**src/rtl/fetch_unit_pkg.sv**
```systemverilog
// Shared definitions for the LEGv8 fetch stage: default widths, reset PC,
// PC increment and the fetch FSM state encoding.
package fetch_unit_pkg;

  localparam int DEF_PC_W = 64;
  localparam int DEF_INSTR_W = 32;
  localparam logic [63:0] DEF_PC_RESET = 64'h0;
  localparam int PC_INCR = 4;

  typedef enum logic [1:0] {
    S_REQ  = 2'd0,
    S_WAIT = 2'd1,
    S_HOLD = 2'd2,
    S_DROP = 2'd3
  } fetch_state_e;

endpackage

```
**src/rtl/fetch_unit_if.sv**
```systemverilog
// Instruction-memory bus between the fetch stage (master) and memory (slave).
// Request: a transfer happens on a rising edge where imem_req_valid and imem_req_ready are both high;
// the master holds imem_addr stable while valid is high and ready is low. Response: imem_rsp_valid
// qualifies imem_rsp_data for one cycle, has no back-pressure and answers the single outstanding request.
interface fetch_unit_if #(
  parameter int PC_W    = 64,
  parameter int INSTR_W = 32
);
  logic               imem_req_valid;
  logic               imem_req_ready;
  logic [PC_W-1:0]    imem_addr;
  logic               imem_rsp_valid;
  logic [INSTR_W-1:0] imem_rsp_data;

  modport master (
    output imem_req_valid,
    output imem_addr,
    input  imem_req_ready,
    input  imem_rsp_valid,
    input  imem_rsp_data
  );

  modport slave (
    input  imem_req_valid,
    input  imem_addr,
    output imem_req_ready,
    output imem_rsp_valid,
    output imem_rsp_data
  );
endinterface

```
**src/rtl/fetch_if_id_reg.sv**
```systemverilog
// IF/ID pipeline register: flush clears valid and dominates, load captures a new
// instruction, stall holds everything, otherwise a bubble is inserted.
module fetch_if_id_reg #(
  parameter int PC_W    = 64,
  parameter int INSTR_W = 32
) (
  input  logic               clk,
  input  logic               reset,
  input  logic               flush,
  input  logic               load,
  input  logic               stall,
  input  logic [PC_W-1:0]    ld_pc,
  input  logic [INSTR_W-1:0] ld_instr,
  output logic               valid,
  output logic [PC_W-1:0]    pc,
  output logic [INSTR_W-1:0] instr
);

  always_ff @(posedge clk) begin
    if (reset) begin
      valid <= 1'b0;
      pc    <= '0;
      instr <= '0;
    end else if (flush) begin
      valid <= 1'b0;
    end else if (load) begin
      valid <= 1'b1;
      pc    <= ld_pc;
      instr <= ld_instr;
    end else if (!stall) begin
      valid <= 1'b0;
    end
  end

endmodule

```
**src/rtl/fetch_unit.sv**
```systemverilog
// LEGv8 instruction fetch: owns the PC, keeps one request outstanding to instruction
// memory, and loads IF/ID; a resolved branch redirects the PC and flushes IF/ID.
module fetch_unit
  import fetch_unit_pkg::*;
#(
  parameter int              PC_W     = DEF_PC_W,
  parameter int              INSTR_W  = DEF_INSTR_W,
  parameter logic [PC_W-1:0] PC_RESET = DEF_PC_RESET[PC_W-1:0]
) (
  input  logic               clk,
  input  logic               reset,
  input  logic               stall,
  input  logic               branch,
  input  logic               uncondbranch,
  input  logic               alu_zero,
  input  logic [PC_W-1:0]    branch_target,
  fetch_unit_if.master       imem,
  output logic               if_id_valid,
  output logic [PC_W-1:0]    if_id_pc,
  output logic [INSTR_W-1:0] if_id_instr,
  output fetch_state_e       dbg_state
);

  fetch_state_e       state;
  fetch_state_e       state_nxt;
  logic               redirect;
  logic               load;
  logic               capture;
  logic [PC_W-1:0]    pc;
  logic [PC_W-1:0]    pc_nxt;
  logic [PC_W-1:0]    target;
  logic [INSTR_W-1:0] hold_buf;
  logic [INSTR_W-1:0] load_instr;

  assign redirect  = uncondbranch | (branch & alu_zero);
  assign target    = {branch_target[PC_W-1:2], 2'b00};
  assign imem.imem_addr = pc;
  assign dbg_state = state;

  always_ff @(posedge clk) begin
    if (reset) state <= S_REQ;
    else       state <= state_nxt;
  end

  // A redirect never loads; any response still owed to the old path goes through S_DROP.
  always_comb begin
    state_nxt = state;
    case (state)
      S_REQ:  if (imem.imem_req_ready) state_nxt = redirect ? S_DROP : S_WAIT;
      S_WAIT: begin
        if (imem.imem_rsp_valid) state_nxt = (stall && !redirect) ? S_HOLD : S_REQ;
        else if (redirect)       state_nxt = S_DROP;
      end
      S_HOLD: if (redirect || !stall) state_nxt = S_REQ;
      S_DROP: if (imem.imem_rsp_valid) state_nxt = S_REQ;
      default: state_nxt = S_REQ;
    endcase
  end

  always_comb begin
    imem.imem_req_valid = 1'b0;
    load       = 1'b0;
    capture    = 1'b0;
    load_instr = imem.imem_rsp_data;
    case (state)
      S_REQ:  imem.imem_req_valid = 1'b1;
      S_WAIT: begin
        if (imem.imem_rsp_valid && !redirect) begin
          capture = stall;
          load    = !stall;
        end
      end
      S_HOLD: begin
        load_instr = hold_buf;
        load       = !redirect && !stall;
      end
      default: ;
    endcase
  end

  // pc stays at the in-flight address until its word is loaded, so it doubles as the IF/ID pc.
  always_comb begin
    pc_nxt = pc;
    if (redirect)  pc_nxt = target;
    else if (load) pc_nxt = pc + PC_W'(PC_INCR);
  end

  always_ff @(posedge clk) begin
    if (reset) pc <= PC_RESET;
    else       pc <= pc_nxt;
  end

  always_ff @(posedge clk) begin
    if (reset || redirect) hold_buf <= '0;
    else if (capture)      hold_buf <= imem.imem_rsp_data;
  end

  fetch_if_id_reg #(
    .PC_W    (PC_W),
    .INSTR_W (INSTR_W)
  ) u_if_id (
    .clk      (clk),
    .reset    (reset),
    .flush    (redirect),
    .load     (load),
    .stall    (stall),
    .ld_pc    (pc),
    .ld_instr (load_instr),
    .valid    (if_id_valid),
    .pc       (if_id_pc),
    .instr    (if_id_instr)
  );

endmodule

```
**src/flat_wrapper.sv**
```systemverilog
// flat-port wrapper written by rule: the top's interface ports become plain ports
module fetch_unit_flat import fetch_unit_pkg::*;
#(
  parameter int              PC_W     = DEF_PC_W,
  parameter int              INSTR_W  = DEF_INSTR_W,
  parameter logic [PC_W-1:0] PC_RESET = DEF_PC_RESET[PC_W-1:0]
)
  (clk, reset, stall, branch, uncondbranch, alu_zero, branch_target, if_id_valid, if_id_pc, if_id_instr, dbg_state, imem_imem_req_valid, imem_imem_addr, imem_imem_req_ready, imem_imem_rsp_valid, imem_imem_rsp_data);
  fetch_unit_if #(.PC_W(PC_W), .INSTR_W(INSTR_W)) imem_i ();
  input  logic clk;
  input  logic reset;
  input  logic stall;
  input  logic branch;
  input  logic uncondbranch;
  input  logic alu_zero;
  input  logic [PC_W-1:0] branch_target;
  output logic if_id_valid;
  output logic [PC_W-1:0] if_id_pc;
  output logic [INSTR_W-1:0] if_id_instr;
  output fetch_state_e dbg_state;
  output wire logic [$bits(imem_i.imem_req_valid)-1:0] imem_imem_req_valid;
  output wire logic [$bits(imem_i.imem_addr)-1:0] imem_imem_addr;
  input wire logic [$bits(imem_i.imem_req_ready)-1:0] imem_imem_req_ready;
  input wire logic [$bits(imem_i.imem_rsp_valid)-1:0] imem_imem_rsp_valid;
  input wire logic [$bits(imem_i.imem_rsp_data)-1:0] imem_imem_rsp_data;
  assign imem_imem_req_valid = imem_i.imem_req_valid;
  assign imem_imem_addr = imem_i.imem_addr;
  assign imem_i.imem_req_ready = imem_imem_req_ready;
  assign imem_i.imem_rsp_valid = imem_imem_rsp_valid;
  assign imem_i.imem_rsp_data = imem_imem_rsp_data;
  fetch_unit #(.PC_W(PC_W), .INSTR_W(INSTR_W), .PC_RESET(PC_RESET)) u_core (.clk(clk), .reset(reset), .stall(stall), .branch(branch), .uncondbranch(uncondbranch), .alu_zero(alu_zero), .branch_target(branch_target), .imem(imem_i), .if_id_valid(if_id_valid), .if_id_pc(if_id_pc), .if_id_instr(if_id_instr), .dbg_state(dbg_state));
endmodule
```
**config.mk**
```make
export PLATFORM = sky130hd
export DESIGN_NAME = fetch_unit_flat
export DESIGN_NICKNAME = d
export VERILOG_FILES = /design/src/rtl/fetch_unit_pkg.sv /design/src/rtl/fetch_unit_if.sv /design/src/rtl/fetch_if_id_reg.sv /design/src/rtl/fetch_unit.sv /design/src/flat_wrapper.sv
export SDC_FILE = /design/constraint.sdc
export NUM_CORES = 1
export LEC_CHECK = 0
export ABC_CLOCK_PERIOD_IN_PS = 5070
export CORE_MARGIN = 5
export CORE_UTILIZATION = 30
export CTS_CLUSTER_DIAMETER = 60
export DETAILED_ROUTE_END_ITERATION = 6
export GPL_TIMING_DRIVEN = 0
export PLACE_DENSITY = 0.54
export SLEW_MARGIN = 20
export SYNTH_ARGS = -nofsm -noshare
export SYNTH_HDL_FRONTEND = slang
export SYNTH_SLANG_ARGS = --single-unit
```
**constraint.sdc**
```tcl
create_clock -name clk -period 5.07 [get_ports clk]
set_input_delay 0.507 -clock clk [delete_from_list [all_inputs] [get_ports clk]]
set_output_delay 0.507 -clock clk [all_outputs]
set_load 0.005 [all_outputs]
```
==> metrics <==
Max Slew Vio Count=0; CTS tree=built; antenna-violating nets left=0; Starting Density=between 30% and 40%; layout cells sized above 1=around 5.1%; Setup Fix Bufs, Post-CTS=0; Min-Delay Startpoint=u_core.u_if_id.pc[63]; Overall Global Routing Usage=~19%; Final Critical Period=between 3000 and 4000 ps; global route overflow=0; total clock sinks=191; largest net degree at the start of global routing=20; Routed wire per std cell=between 15 and 20 um; DRC=0; Placer Congestion=approximately 0.8; Buf+Inv Stages, Crit Path=3; WS Path Type=flip-flop to flip-flop; post_cts resized=0; io pins=around 270; Reg clk slew, reported paths=70 ps; CP arrival=around 3600 ps; # setup viols final=0; worst slew pin tran=between 700 and 800 ps; DP Wirelength=22500 um; FMAX=a little over 0.3 GHz; initial drt markers=359; vias=7947; footprint of the multi-input gates=between 4000 and 5000 um^2; Cells after Synth=about 1000; Worst-Skew Late Latency=430 ps; top cells by area, synth=dfxtp_1 (46%), nand2_1 (9.9%), a211oi_1 (7.2%); Die Ht=around 180 um; P&R area growth vs syn=43.8%; Netlist cell types=between 40 and 50; power density cells=319 nW/um^2; final wirelength=between 20000 and 30000 um; Die Span X=around 180 um; critical path cell sequence=inv_1 -> ha_1 -> buf_2 -> a21oi_1 -> nor2_1 -> nand2_1 -> clkbuf_1 -> nand2_1 -> a21oi_1; Nets=~1400; Root Driver=clkbuf_16; endpoint type of the worst setup path=flip-flop; FFs w/ async S/R, synth=0%; max_slew headroom=47.3%; Syn Std Cell Area=8380 um^2; count leader, synth=nand2_1; Synth top area share=a little under half; worst slack, placed=1410 ps; Max stage delay cell, worst path=a21oi_1; worst r2r path cells=9; Pleak=3.87 nW; Seq/Total Area, Yosys=45.7%; final hold violation count=0; run status=finished clean; vias per cell=between 4 and 5; sink of the worst hold path=u_core.u_if_id.pc[63]; Crit Reg-Reg Startpoint=u_core.dbg_state[0]; row cnt=61; number of antenna diodes=0; Critical Path Fanout Max=10; max-cap check violation count=0; hold buffers post-CTS=0; hold crit path type=flip-flop to flip-flop; Final Cycle Share=between 60% and 70%; CP max stage delay=roughly 630 ps; clock tree buffer depth=2; H-tree depth=4; 1st-pass router iterations=5; worst vdd ir=roughly 0.15 mV; Synth Area per Inst=approximately 8.4 um^2; setup TNS=0 ps; initial antenna violation count=0; Yosys reg bits=between 150 and 200; most instantiated cells after synthesis=nand2_1 (220), dfxtp_1 (191), nor2_1 (101); Critical R2R Capture=u_core.u_if_id.pc[59]; Die ar.=around 31000 um^2; Synth area leader=dfxtp_1; Post-synth EDFFs=0; yosys warns=0; core box area=27700 um^2; critical path data required time=between 5000 and 6000 ps; global-route wire length before repair=approximately 46000 um; Worst Setup Start Kind=flip-flop; total CTS buffers=17; FF-to-FF setup slack=around 1800 ps; Fin Clk Skew=about 13 ps; Primary FF master, synth=dfxtp_1; vias in the first global route=about 7700; CP delay by family, top=simple AND/OR/NAND/NOR gates; Port Buffers=260; Hold Path Depth=2; FF+latch area=around 3800 um^2; # fillers=approximately 2800; Final WS setup=approximately 1800 ps; RSZ-0062 raised after global routing=false
[cell usage in the layout, fill, tap and decap left out, drive strengths merged, types with 4 or more instances in the layout]
cell           netlist  routed
a211oi              84      84
a21oi              100     100
a311oi               9       9
and2                 5       5
and3                 6       6
buf                 13      13
clkbuf              59      77
clkdlybuf4s50        0     260
clkinv               0       4
conb                 1       4
dfxtp              191     191
ha                   6       6
inv                 11      18
mux2i               32      32
nand2              220     220
nand3               21      21
nand4               23      23
nor2               101     101
nor3                15      15
nor4                15      15
o21ai                9       9
or3                  9       9
or4                  4       4
xnor2               26      26
xor2                27      27
[worst max-delay path by stage]
stage	startpoint	to	depth (start not counted)	slack (ps)
after floorplan	u_core.dbg_state[0]	u_core.imem.imem_addr[13]	8	2610
after global placement	stall	u_core.u_if_id.instr[17]	8	1430
after detailed placement	stall	u_core.u_if_id.instr[17]	8	1410
after CTS	u_core.dbg_state[0]	u_core.u_if_id.instr[17]	9	1680
after global routing	u_core.dbg_state[0]	u_core.u_if_id.pc[59]	9	1550
final	u_core.dbg_state[0]	u_core.u_if_id.pc[59]	9	1810
[metal layers]
metal	global-route usage [%]	up-vias	wire [um]
li1	-	4032	-
met1	24.6	3703	13700
met2	30.0	201	13700
met3	5.60	11	2130
met4	3.55	0	191
met5	0	-	0
[area by class of cell]
class | instances | share of cell area (%)
Inverter | 11 | 0.343
Sequential cell | 191 | 31.8
Clock inverter | 14 | 1.24
Multi-Input combinational cell | 728 | 34.4
Buffer | 74 | 3.14
Tap cell | 378 | 3.93
Clock buffer | 18 | 3.56
Timing Repair Buffer | 260 | 21.6
[state kept, by name, summed over array words and instances (netlist names)]
| name | cells |
|---|---|
| u_core.imem.imem_addr | 62 |
| u_core.u_if_id.pc | 62 |
| u_core.hold_buf | 32 |
| u_core.u_if_id.instr | 32 |
| u_core.dbg_state | 2 |
| u_core.u_if_id.valid | 1 |
[per-stage QoR]
stage / hold slack [ps] / total power [mW] / std cells / area, um^2 / util (%)
2_1_floorplan: 436 / 2.12 / 1004 / 8390 / -
3_3_place_gp: 441 / 2.54 / 1642 / 11500 / 41.4
3_5_place_dp: 446 / 2.54 / 1642 / 11500 / 41.4
4_1_cts: 457 / 3.89 / 1674 / 12000 / 43.5
5_1_grt: 473 / 4.03 / 1674 / 12000 / 43.5
6_report: 454 / 3.84 / 1674 / 12000 / 43.5
[where the power goes]
| group | internal [mW] | total, mW | switching, mW |
|---|---|---|---|
| clock network | 0.659 | 1.34 | 0.678 |
| registers | 1.59 | 1.69 | 0.103 |
| logic | 0.407 | 0.816 | 0.409 |
[worst min-delay path, stage by stage (launching register included)]
cell and delay (ps):
dfxtp_1 310, nand2_1 50, a21oi_1 50
[kinds of logic after synthesis]
| logic type | share of synthesized area (%) |
|---|---|
| other | 0.0448 |
| muxes | 3.82 |
| and+or+nand+nor | 23.3 |
| DFF | 45.7 |
| xor gates and xnor gates | 5.54 |
| buffers and inverters | 5.00 |
| adders and majority gates | 0.896 |
| AOI/OAI and AO/OA | 15.7 |
Note: power is estimated with default switching activity, not from simulation.
